### src/rtl/vga_pkg.sv
// rtl/vga_pkg.sv - 640x480@60 timing constants, edge-map window geometry and pipeline flag type
//
// Purpose: shared constants for vga_timing_gen and vga_driver.
// Ports:   none (package).
package vga_pkg;

    // Horizontal timing, in pixel clocks
    localparam logic [9:0] H_ACTIVE     = 10'd640;
    localparam logic [9:0] H_FP         = 10'd16;
    localparam logic [9:0] H_SYNC       = 10'd96;
    localparam logic [9:0] H_BP         = 10'd48;
    localparam logic [9:0] H_TOTAL      = 10'd800;
    localparam logic [9:0] H_SYNC_START = H_ACTIVE + H_FP;
    localparam logic [9:0] H_SYNC_END   = H_ACTIVE + H_FP + H_SYNC;

    // Vertical timing, in lines
    localparam logic [9:0] V_ACTIVE     = 10'd480;
    localparam logic [9:0] V_FP         = 10'd10;
    localparam logic [9:0] V_SYNC       = 10'd2;
    localparam logic [9:0] V_BP         = 10'd33;
    localparam logic [9:0] V_TOTAL      = 10'd525;
    localparam logic [9:0] V_SYNC_START = V_ACTIVE + V_FP;
    localparam logic [9:0] V_SYNC_END   = V_ACTIVE + V_FP + V_SYNC;

    // Centred 320x200 edge-map window
    localparam logic [9:0]  WIN_X0     = 10'd160;
    localparam logic [9:0]  WIN_Y0     = 10'd140;
    localparam logic [9:0]  WIN_W      = 10'd320;
    localparam logic [9:0]  WIN_H      = 10'd200;
    localparam logic [9:0]  WIN_X1     = WIN_X0 + WIN_W;
    localparam logic [9:0]  WIN_Y1     = WIN_Y0 + WIN_H;
    localparam logic [15:0] WIN_PIXELS = 16'd64000;

    // Per-pixel attributes carried alongside the buffer read latency
    typedef struct packed {
        logic hsync_n;
        logic vsync_n;
        logic active;
        logic in_win;
    } vga_flags_t;

    localparam vga_flags_t FLAGS_IDLE = '{hsync_n: 1'b1, vsync_n: 1'b1, active: 1'b0, in_win: 1'b0};

endpackage

### src/rtl/vga_timing_gen.sv
// rtl/vga_timing_gen.sv - 800x525 raster counters with sync and active decode
//
// Purpose: free-running pixel/line counters; sync and active are combinational
//          decodes of the current counter values.
// Ports:   clk, rst_n        pixel clock, async active-low reset
//          hcnt, vcnt        current pixel column 0..799 / line 0..524
//          hsync_n, vsync_n  active-low syncs for the current counter values
//          active            1 inside the 640x480 visible area
module vga_timing_gen
    import vga_pkg::*;
(
    input  logic       clk,
    input  logic       rst_n,
    output logic [9:0] hcnt,
    output logic [9:0] vcnt,
    output logic       hsync_n,
    output logic       vsync_n,
    output logic       active
);

    logic [9:0] hcnt_q, hcnt_d;
    logic [9:0] vcnt_q, vcnt_d;

    always_comb begin
        hcnt_d = hcnt_q + 10'd1;
        vcnt_d = vcnt_q;
        if (hcnt_q == H_TOTAL - 10'd1) begin
            hcnt_d = '0;
            vcnt_d = (vcnt_q == V_TOTAL - 10'd1) ? '0 : vcnt_q + 10'd1;
        end
    end

    always_ff @(posedge clk or negedge rst_n) begin
        if (!rst_n) begin
            hcnt_q <= '0;
            vcnt_q <= '0;
        end else begin
            hcnt_q <= hcnt_d;
            vcnt_q <= vcnt_d;
        end
    end

    assign hcnt    = hcnt_q;
    assign vcnt    = vcnt_q;
    assign hsync_n = !((hcnt_q >= H_SYNC_START) && (hcnt_q < H_SYNC_END));
    assign vsync_n = !((vcnt_q >= V_SYNC_START) && (vcnt_q < V_SYNC_END));
    assign active  = (hcnt_q < H_ACTIVE) && (vcnt_q < V_ACTIVE);

endmodule

### src/rtl/vga_driver.sv
// rtl/vga_driver.sv - VGA display of the 320x200 edge map with ping-pong read handshake
//
// Purpose: reads the edge buffer inside the centred window, colours each bit
//          and drives VGA; pulses rd_end at the first blanking line and swaps
//          the ping-pong select when the writer has a finished frame.
// Ports:   clk, rst_n                pixel clock, async active-low reset
//          din                       buffer read data, one cycle after rd_en
//          wr_end                    writer has a complete frame pending
//          rd_addr, rd_en            buffer read port
//          rd_end                    one-cycle end-of-displayed-frame pulse
//          rd_addr_sel               0 = display RAM1, 1 = display RAM0
//          vga_hsync, vga_vsync      active-low syncs, aligned with vga_rgb
//          vga_rgb                   RGB565 pixel, 0 in blanking
module vga_driver
    import vga_pkg::*;
#(
    parameter logic [15:0] FG_COLOR = 16'hFFFF,
    parameter logic [15:0] BG_COLOR = 16'h0000
) (
    input  logic        clk,
    input  logic        rst_n,
    input  logic        din,
    input  logic        wr_end,
    output logic [15:0] rd_addr,
    output logic        rd_en,
    output logic        rd_end,
    output logic        rd_addr_sel,
    output logic        vga_hsync,
    output logic        vga_vsync,
    output logic [15:0] vga_rgb
);

    logic [9:0] hcnt, vcnt;
    logic       hsync_n, vsync_n, active;

    vga_timing_gen u_timing (
        .clk     (clk),
        .rst_n   (rst_n),
        .hcnt    (hcnt),
        .vcnt    (vcnt),
        .hsync_n (hsync_n),
        .vsync_n (vsync_n),
        .active  (active)
    );

    logic in_win;
    logic frame_bnd;

    assign in_win    = (hcnt >= WIN_X0) && (hcnt < WIN_X1) && (vcnt >= WIN_Y0) && (vcnt < WIN_Y1);
    assign frame_bnd = (hcnt == 10'd0) && (vcnt == V_ACTIVE);

    logic [15:0] addr_cnt_q, addr_cnt_d;
    logic [15:0] rd_addr_q, rd_addr_d;
    logic        rd_en_q, rd_en_d;
    logic        rd_end_q, rd_end_d;
    logic        sel_q, sel_d;
    vga_flags_t  flags1_q, flags1_d;
    vga_flags_t  flags2_q, flags2_d;
    logic        hsync_q, hsync_d;
    logic        vsync_q, vsync_d;
    logic [15:0] rgb_q, rgb_d;

    always_comb begin
        // Raster order inside the window equals linear buffer order, so a
        // running count replaces (y*320 + x).
        addr_cnt_d = addr_cnt_q;
        if (frame_bnd) begin
            addr_cnt_d = '0;
        end else if (in_win) begin
            addr_cnt_d = addr_cnt_q + 16'd1;
        end

        rd_en_d   = in_win;
        rd_addr_d = in_win ? addr_cnt_q : 16'd0;

        rd_end_d = frame_bnd;
        sel_d    = (frame_bnd && wr_end) ? !sel_q : sel_q;

        flags1_d = '{hsync_n: hsync_n, vsync_n: vsync_n, active: active, in_win: in_win};
        flags2_d = flags1_q;

        // flags2 lines up with din: both describe the same counter cycle
        hsync_d = flags2_q.hsync_n;
        vsync_d = flags2_q.vsync_n;
        rgb_d   = 16'h0000;
        if (flags2_q.active) begin
            rgb_d = (flags2_q.in_win && din) ? FG_COLOR : BG_COLOR;
        end
    end

    always_ff @(posedge clk or negedge rst_n) begin
        if (!rst_n) begin
            addr_cnt_q <= '0;
            rd_addr_q  <= '0;
            rd_en_q    <= 1'b0;
            rd_end_q   <= 1'b0;
            sel_q      <= 1'b0;
            flags1_q   <= FLAGS_IDLE;
            flags2_q   <= FLAGS_IDLE;
            hsync_q    <= 1'b1;
            vsync_q    <= 1'b1;
            rgb_q      <= '0;
        end else begin
            addr_cnt_q <= addr_cnt_d;
            rd_addr_q  <= rd_addr_d;
            rd_en_q    <= rd_en_d;
            rd_end_q   <= rd_end_d;
            sel_q      <= sel_d;
            flags1_q   <= flags1_d;
            flags2_q   <= flags2_d;
            hsync_q    <= hsync_d;
            vsync_q    <= vsync_d;
            rgb_q      <= rgb_d;
        end
    end

    assign rd_addr     = rd_addr_q;
    assign rd_en       = rd_en_q;
    assign rd_end      = rd_end_q;
    assign rd_addr_sel = sel_q;
    assign vga_hsync   = hsync_q;
    assign vga_vsync   = vsync_q;
    assign vga_rgb     = rgb_q;

endmodule

### config.mk
export PLATFORM = sky130hd
export DESIGN_NAME = vga_driver
export DESIGN_NICKNAME = d
export VERILOG_FILES = /design/src/rtl/vga_pkg.sv /design/src/rtl/vga_timing_gen.sv /design/src/rtl/vga_driver.sv
export SDC_FILE = /design/constraint.sdc
export NUM_CORES = 1
export LEC_CHECK = 0
export ABC_AREA = 1
export ABC_CLOCK_PERIOD_IN_PS = 1730
export CAP_MARGIN = 20
export CORE_MARGIN = 5
export CORE_UTILIZATION = 56
export DETAILED_ROUTE_END_ITERATION = 16
export HOLD_SLACK_MARGIN = 0.12
export PLACE_DENSITY = 0.88
export SLEW_MARGIN = 30
export SYNTH_ARGS = -nofsm -noshare
export SYNTH_HDL_FRONTEND = slang
export SYNTH_HIERARCHICAL = 1
export SYNTH_SLANG_ARGS = --single-unit
### constraint.sdc
create_clock -name clk -period 1.73 [get_ports clk]
set_input_delay 0.346 -clock clk [delete_from_list [all_inputs] [get_ports clk]]
set_output_delay 0.346 -clock clk [all_outputs]
set_load 0.03 [all_outputs]
==> flow_summary_export.csv, run 1 <==
group,metric,value,unit
worst_setup_path,crit_chain,"clkdlybuf4s50_1",
synthesis,yosys.area.top_type_share,0.432,
worst_setup_path,cp_top_family,"buffers and inverters",
cts,clk_latency,0.35,ns
route,firstDrtPassIters,6,
power_and_ir_drop,p_per_area,666,nW/um^2
synthesis,synth_edf_count,0,
route,drtAntennaViolNets,0,
global_route,antenna_found_initial,0,
route,wl_per_cell,12.6,microns
global_route,grt_pass1_wl,11800,microns
worst_setup_path,path_depth,1,
power_and_ir_drop,combPwrFrac,0.015,
synthesis,ys.warnings.count,6,
synthesis,ys_seq_area_frac,0.478,
cts,cts_tree,"built",
cts,cts_root_buf,"clkbuf_8",
cts,cts_max_level,3,
global_route,grt_use_met1,0.242,
worst_setup_path,arrival,1.33,ns
cts,cts_buffers,9,
worst_setup_path,path_class,"register to primary output",
cells_and_area,nNetsFinal,475,
global_route,grt_busiest_layer,"met2",
worst_setup_path,r2r-end,"addr_cnt_q[10]",
route,dr.first_iter.drc_count,204,
timing,finalClockSkew,0.00922,ns
timing,max-slew-margin-rel,0.773,
cts,clockBufferDepth,2,
global_route,grt_max_degree,58,
cells_and_area,final.fill_count,444,
cells_and_area,insertedDiodeCount,0,
timing,drv_slew,0,
power_and_ir_drop,clkPwrFrac,0.413,
timing,setup_viol,0,
timing,grt_setup_unrepaired,"false",
placed_design,portBuffers,40,
run,cap_violations,0,
worst_setup_path,crit_path_start,"rd_addr[2]",
synthesis,synthTopCellsByCount,"nand2_1, nor2_1, dfrtp_1",
timing,worstMarginPinSlew,0.340,ns
timing,fmax,596,MHz
synthesis,async_reset_ff_frac,1.00,
synthesis,yosysTopAreaCell,"dfrtp_1",
timing,worst_slack,0.0509,ns
floorplanning,core_area,5920,sq um
synthesis,postSynthCellCount,427,
synthesis,synth.avg_cell_area,8.01,sq um
placed_design,hpwl,4770,microns
floorplanning,die_w,88.1,microns
cells_and_area,area_growth_syn_to_layout,16.9,%
route,vias_per_cell,5.19,
placed_design,gp_congestion,0.879,
timing,period_share,0.971,
run_status,status,"finished, final reports clean",
synthesis,yosysMostFrequentCell,"nand2_1",
synthesis,synth_area_leaders,"dfrtp_1, nand2_1, nor2_1",
power_and_ir_drop,power_frac_seq,0.572,
synthesis,synthesis.nets,437,
route,wirelength,6890,microns
worst_setup_path,reg2reg_slack,0.18,ns
floorplanning,dieArea,7770,sq um
worst_hold_path,min_from,"flags1_q[1]",
worst_hold_path,hold_path_depth,0,
timing,final_hold_viol_count,0,
timing,period_needed,1.68,ns
cts,path_clk_slew,0.06,ns
power_and_ir_drop,power.switching_fraction,0.218,
worst_setup_path,cp-end-kind,"primary output",
global_route,grt_pass1_vias,2663,
worst_setup_path,ff2ff_path_depth,7,
worst_setup_path,critPathMaxStageDelay,0.67,ns
worst_setup_path,startpoint_type,"register",
cells_and_area,drive_above_1_share,0.113,
worst_hold_path,min_path_type,"register to register",
worst_setup_path,crit_fanout,1,
global_route,grt.overflow.total,0,
synthesis,yosysUniqueCellTypes,30,
power_and_ir_drop,leakagePower,2.12,nW
cts,clock_sinks,65,
floorplanning,ios,41,
power_and_ir_drop,internal_power,0.00208,W
synthesis,synth-seq-cells,65,
power_and_ir_drop,p_sw,0.000579,W
worst_setup_path,required,1.38,ns
worst_setup_path,path_buf_inv,1,
power_and_ir_drop,vdd_drop_max,0.403,mV
placed_design,place_ws,0.0491,ns
global_route,use_met3,0.0470,
timing,tns,0,ns
route,drc,0,
synthesis,synth_ff_type,"dfrtp_1",
floorplanning,start_util,0.577,
worst_setup_path,cp_slowest_cell,"clkdlybuf4s50_1",
worst_hold_path,hold_end,"flags2_q[1]",
floorplanning,num_rows,28,
global_route,met2_usage,0.323,
worst_setup_path,r2r-start,"addr_cnt_q[0]",
global_route,grt_usage,0.197,
route,vias,2826,
floorplanning,fp.dieH,88.1,microns
synthesis,synth_area,3420,sq um
power by group through the flow:
stage	Clock (W)	Combinational [W]	Sequential, W
final	0.00110	0.0000409	0.00152
after global routing	0.00120	0.0000481	0.00152
after CTS	0.00112	0.0000431	0.00152
after detailed placement	0	0.0000410	0.00155
after global placement	0	0.0000401	0.00155
after floorplan	0	0.0000000163	0.00155
stage by stage:
stage               utilization  power (W)  hold slack [ns]  std cells  area, sq um
floorplan                     -    0.00155           0.0504        427         3420
global placement          0.645    0.00159            0.207        528         3820
detailed placement        0.645    0.00159            0.209        528         3820
CTS                       0.671    0.00268            0.355        545         3970
global route              0.675    0.00276            0.365        545         4000
finish                    0.675    0.00266            0.352        545         4000
logic make-up after synthesis:
| family | Yosys count | synth area share |
|---|---|---|
| simple gates | 247 | 0.320 |
| buf+inv | 77 | 0.111 |
| compound gates | 14 | 0.0231 |
| xor+xnor | 18 | 0.0461 |
| fa+ha+maj | 6 | 0.0220 |
| flops | 65 | 0.478 |
worst max-delay path by stage:
stage / to / slack (ns)
after floorplan: addr_cnt_q[10] / 0.42
after global placement: vga_rgb[9] / 0.10
after detailed placement: vga_rgb[6] / 0.05
after CTS: rd_en / 0.008
after global routing: rd_addr[2] / 0.003
final: rd_addr[2] / 0.05
final cells by class:
type,instances,area (sq um),share of cell area
Clock buffer,12,145,0.0363
Clock inverter,4,20.0,0.00501
Sequential cell,65,1640,0.409
Multi-Input combinational cell,285,1420,0.354
Tap cell,75,93.8,0.0235
Timing Repair Buffer,49,477,0.119
Inverter,55,209,0.0523
state kept, by name (all words and copies together) (netlist names):
signal,count
vga_rgb,1
vga_vsync,1
u_timing/hcnt,10
hsync_d,1
rd_addr,16
addr_cnt_q,16
rd_end,1
vga_hsync,1
flags2_q,2
vsync_d,1
u_timing/vcnt,10
flags1_q,4
rd_addr_sel,1
per-layer routing:
layer	wire length (microns)	vias to the layer above	part of all wire
li1	-	1377	-
met1	2840	1337	0.41
met2	3380	99	0.49
met3	585	13	0.085
met4	92	0	0.013
met5	0	-	0
what timing repair did:
action                     in CTS  in global routing
hold endpoints to repair        8                  0
setup endpoints to repair      19                  8
setup buffers                   0                  0
gates resized for setup        20                  6
hold buffers                    1                  0
worst reg2reg max path: cells and delay by family, from the launching register on:
kind	cells	cell delay (ns)
xor+xnor	1	0.16
fa+ha+maj	1	0.22
flops	1	0.45
simple gates	5	0.62
cells in the final DEF, fill, tap and decap left out:
| master | instances |
|---|---|
| buf_2 | 1 |
| inv_4 | 1 |
| clkinv_2 | 4 |
| o2111ai_1 | 1 |
| a211oi_1 | 1 |
| a21oi_1 | 5 |
| and3_1 | 1 |
| clkbuf_1 | 2 |
| nor2_1 | 67 |
| nor2_4 | 3 |
| buf_4 | 6 |
| nand2_1 | 108 |
| nand2_2 | 5 |
| xor2_1 | 18 |
| clkbuf_8 | 10 |
| nor2_2 | 7 |
| dlygate4sd2_1 | 19 |
| inv_2 | 1 |
| dlygate4sd3_1 | 1 |
| nor3_1 | 4 |
| clkdlybuf4s50_1 | 16 |
| dfstp_2 | 6 |
| dlymetal6s2s_1 | 4 |
| nand3b_1 | 1 |
| o211ai_1 | 1 |
| nand3_4 | 2 |
| o21ai_0 | 2 |
| nand3_2 | 2 |
| dfrtp_2 | 1 |
| buf_12 | 2 |
| nand3_1 | 35 |
| inv_1 | 53 |
| ha_1 | 6 |
| dfrtp_1 | 58 |
| o21ai_1 | 4 |
| or2_2 | 2 |
| nand4_1 | 10 |
No activity file was read; power rests on OpenSTA's default activity.
==> run 2: changes to the inputs <==
- ABC_AREA: 1 -> not set
- CORE_UTILIZATION: 56 -> 55
==> run 2 against run 1 <==
Net effect:
- the run now ends with negative setup slack left
- combinational power about the same
- flip-flop and latch count is the same
- worst hold slack better by 0.0033 ns
- via count fell by 9.1%
- global-route usage grew 3.3 points
- die area fell by 7.8%
- wire length up 20%
- critical endpoint is now addr_cnt_q[8]
==> flow_summary_export.csv, run 2 <==
group,metric,value,unit
cells_and_area,mostFrequentLayoutCell,"dfrtp_1",
worst_setup_path,startpoint_type,"register",
worst_setup_path,reg2reg_slack,-0.29,ns
cells_and_area,nNetsFinal,378,
synthesis,postSynthCellCount,282,
cts,path_clk_slew,0.07,ns
timing,setup_viol,32,
route,drc,0,
power_and_ir_drop,p_total,0.00284,W
power_and_ir_drop,leakagePower,1.96,nW
worst_setup_path,ff2ff_path_depth,7,
synthesis,synth_area_leaders,"dfrtp_1, dfstp_2, xnor2_1",
synthesis,ys.warnings.count,6,
synthesis,synthTopCellsByCount,"dfrtp_1, and2_1, nand2_1",
synthesis,synth_area,3060,sq um
power_and_ir_drop,p_per_area,661,nW/um^2
global_route,grt_max_degree,66,
route,vias,2570,
synthesis,synthesis.nets,292,
cells_and_area,insertedDiodeCount,0,
worst_hold_path,min_from,"flags1_q[1]",
floorplanning,die_w,84.6,microns
synthesis,synth_ff_type,"dfrtp_1",
synthesis,ys_seq_area_frac,0.534,
placed_design,gp_congestion,0.848,
global_route,grt.overflow.total,0,
synthesis,yosysTopAreaCell,"dfrtp_1",
placed_design,portBuffers,40,
timing,period_needed,2.02,ns
cts,clockBufferDepth,2,
cts,cts_tree,"built",
cells_and_area,drive_above_1_share,0.340,
synthesis,synth.avg_cell_area,10.9,sq um
run_status,status,"finished with violations",
global_route,grt_pass1_vias,2654,
timing,final_hold_viol_count,0,
timing,worst_slack,-0.292,ns
global_route,antenna_found_initial,0,
floorplanning,start_util,0.559,
run,cap_violations,0,
synthesis,yosysUniqueCellTypes,49,
worst_setup_path,r2r-end,"addr_cnt_q[8]",
route,vias_per_cell,5.78,
synthesis,async_reset_ff_frac,1.00,
timing,finalClockSkew,0.00783,ns
route,dr.first_iter.drc_count,188,
cts,cts_root_buf,"clkbuf_8",
power_and_ir_drop,vdd_drop_max,0.447,mV
timing,drv_slew,0,
timing,period_share,1.17,
route,wirelength,8250,microns
worst_setup_path,crit_path_start,"u_timing/vcnt[3]",
route,firstDrtPassIters,4,
route,drtAntennaViolNets,0,
timing,max-slew-margin-rel,0.740,
floorplanning,dieArea,7160,sq um
synthesis,yosys.area.top_type_share,0.482,
timing,fmax,495,MHz
worst_setup_path,crit_fanout,7,
timing,worstMarginPinSlew,0.388,ns
cells_and_area,final_core_util,0.786,
cts,cts_buffers,9,
route,wl_per_cell,18.5,microns
synthesis,synth_edf_count,0,
synthesis,synth-seq-cells,65,
synthesis,yosysMostFrequentCell,"dfrtp_1",
global_route,grt_usage,0.230,
worst_setup_path,required,1.95,ns
floorplanning,fp.dieH,84.6,microns
cts,cts_max_level,3,
floorplanning,ios,41,
placed_design,hpwl,4610,microns
run_status,violations,"negative setup slack",
worst_setup_path,arrival,2.24,ns
worst_setup_path,path_class,"register to register",
timing,grt_setup_unrepaired,"true",
floorplanning,core_area,5470,sq um
cts,clk_latency,0.34,ns
worst_setup_path,r2r-start,"u_timing/vcnt[3]",
worst_setup_path,cp-end-kind,"register",
floorplanning,num_rows,27,
cells_and_area,area_growth_syn_to_layout,40.4,%
worst_setup_path,cp-endpoint,"addr_cnt_q[8]",
global_route,grt_pass1_wl,12900,microns
cts,clock_sinks,65,
cells_and_area,layout_common_cells,"dfrtp_1, buf_4, dlygate4sd2_1",
worst_hold_path,min_path_type,"register to register",
run 2: cell count changes after synthesis, moves of 9 or more:
| cell | previous run | this run |
|---|---|---|
| xor2_1 | 18 | 2 |
| xnor2_1 | 0 | 15 |
| and3_1 | 1 | 10 |
| nand2_1 | 108 | 19 |
| nand3_1 | 35 | 15 |
| and2_1 | 0 | 19 |
| inv_1 | 53 | 7 |
| nor2_1 | 67 | 14 |
run 2: through the flow:
| step | hold slack [ns] | cells | setup TNS (ns) | setup slack (ns) | instance area [sq um] |
|---|---|---|---|---|---|
| 3_5_place_dp | 0.346 | 417 | -3.93 | -0.321 | 3750 |
| 2_1_floorplan | 0.0504 | 282 | -0.805 | -0.157 | 3080 |
| 3_3_place_gp | 0.334 | 417 | -1.56 | -0.208 | 3750 |
| 6_report | 0.355 | 445 | -3.28 | -0.292 | 4300 |
| 5_1_grt | 0.362 | 445 | -6.23 | -0.329 | 4300 |
| 4_1_cts | 0.358 | 443 | -2.36 | -0.131 | 4180 |
run 2: area by class of cell:
class,count,area [sq um]
Multi-Input combinational cell,187,1490
Sequential cell,65,1640
Tap cell,72,90.1
Timing Repair inverter,2,12.5
Clock buffer,11,141
Fill cell,322,1170
Inverter,7,32.5
Timing Repair Buffer,96,842
Clock inverter,5,55.1
run 2: how the worst min path moves through the flow:
| stage | to | slack (ns) | cells past startpoint |
|---|---|---|---|
| 5_1_grt | hsync_d | 0.36 | 0 |
| 3_3_place_gp | flags2_q[1] | 0.33 | 0 |
| 6_report | flags2_q[1] | 0.36 | 0 |
| 4_1_cts | vga_hsync | 0.36 | 0 |
| 3_5_place_dp | flags2_q[1] | 0.35 | 0 |
| 2_1_floorplan | addr_cnt_q[0] | 0.05 | 0 |
run 2: cell families (layout without fill, tap and decap cells):
| group | count (synthesis) | after routing | share of synthesized area |
|---|---|---|---|
| muxes | 3 | 3 | 0.0102 |
| DFF | 65 | 65 | 0.534 |
| buffers and inverters | 30 | 121 | 0.0609 |
| adders and majority gates | 6 | 6 | 0.0245 |
| xor gates and xnor gates | 17 | 17 | 0.0486 |
| AOI/OAI and AO/OA | 43 | 43 | 0.0956 |
| and+or+nand+nor | 118 | 118 | 0.226 |
run 2: report_power, final:
part	total, W	internal, W	switching [W]
logic	0.0000412	0.0000111	0.0000302
registers	0.00152	0.00152	0
clock network	0.00128	0.000700	0.000579
total	0.00284	0.00223	0.000610
run 2: worst max-delay path, stage by stage (launching register included):
cell	delay, ns
dfrtp_2	0.44
o211ai_1	0.23
nand4b_1	0.15
buf_6	0.18
a21o_4	0.26
buf_6	0.14
o31ai_2	0.40
a21oi_4	0.11
run 2: per-layer routing:
metal | global-route usage | share of wire | up-vias
li1 | - | - | 1171
met1 | 0.253 | 0.37 | 1260
met2 | 0.412 | 0.53 | 109
met3 | 0.0559 | 0.053 | 30
met4 | 0.117 | 0.039 | 0
met5 | 0 | 0 | -
run 2: repair_timing:
item                                   CTS  global route
hold buffers                             1             0
setup buffers                            8             1
endpoints found under the hold margin   59             0
pin swaps                               14            10
setup endpoints to repair               56            44
cloned                                   1             1
gates resized for setup                 64            26
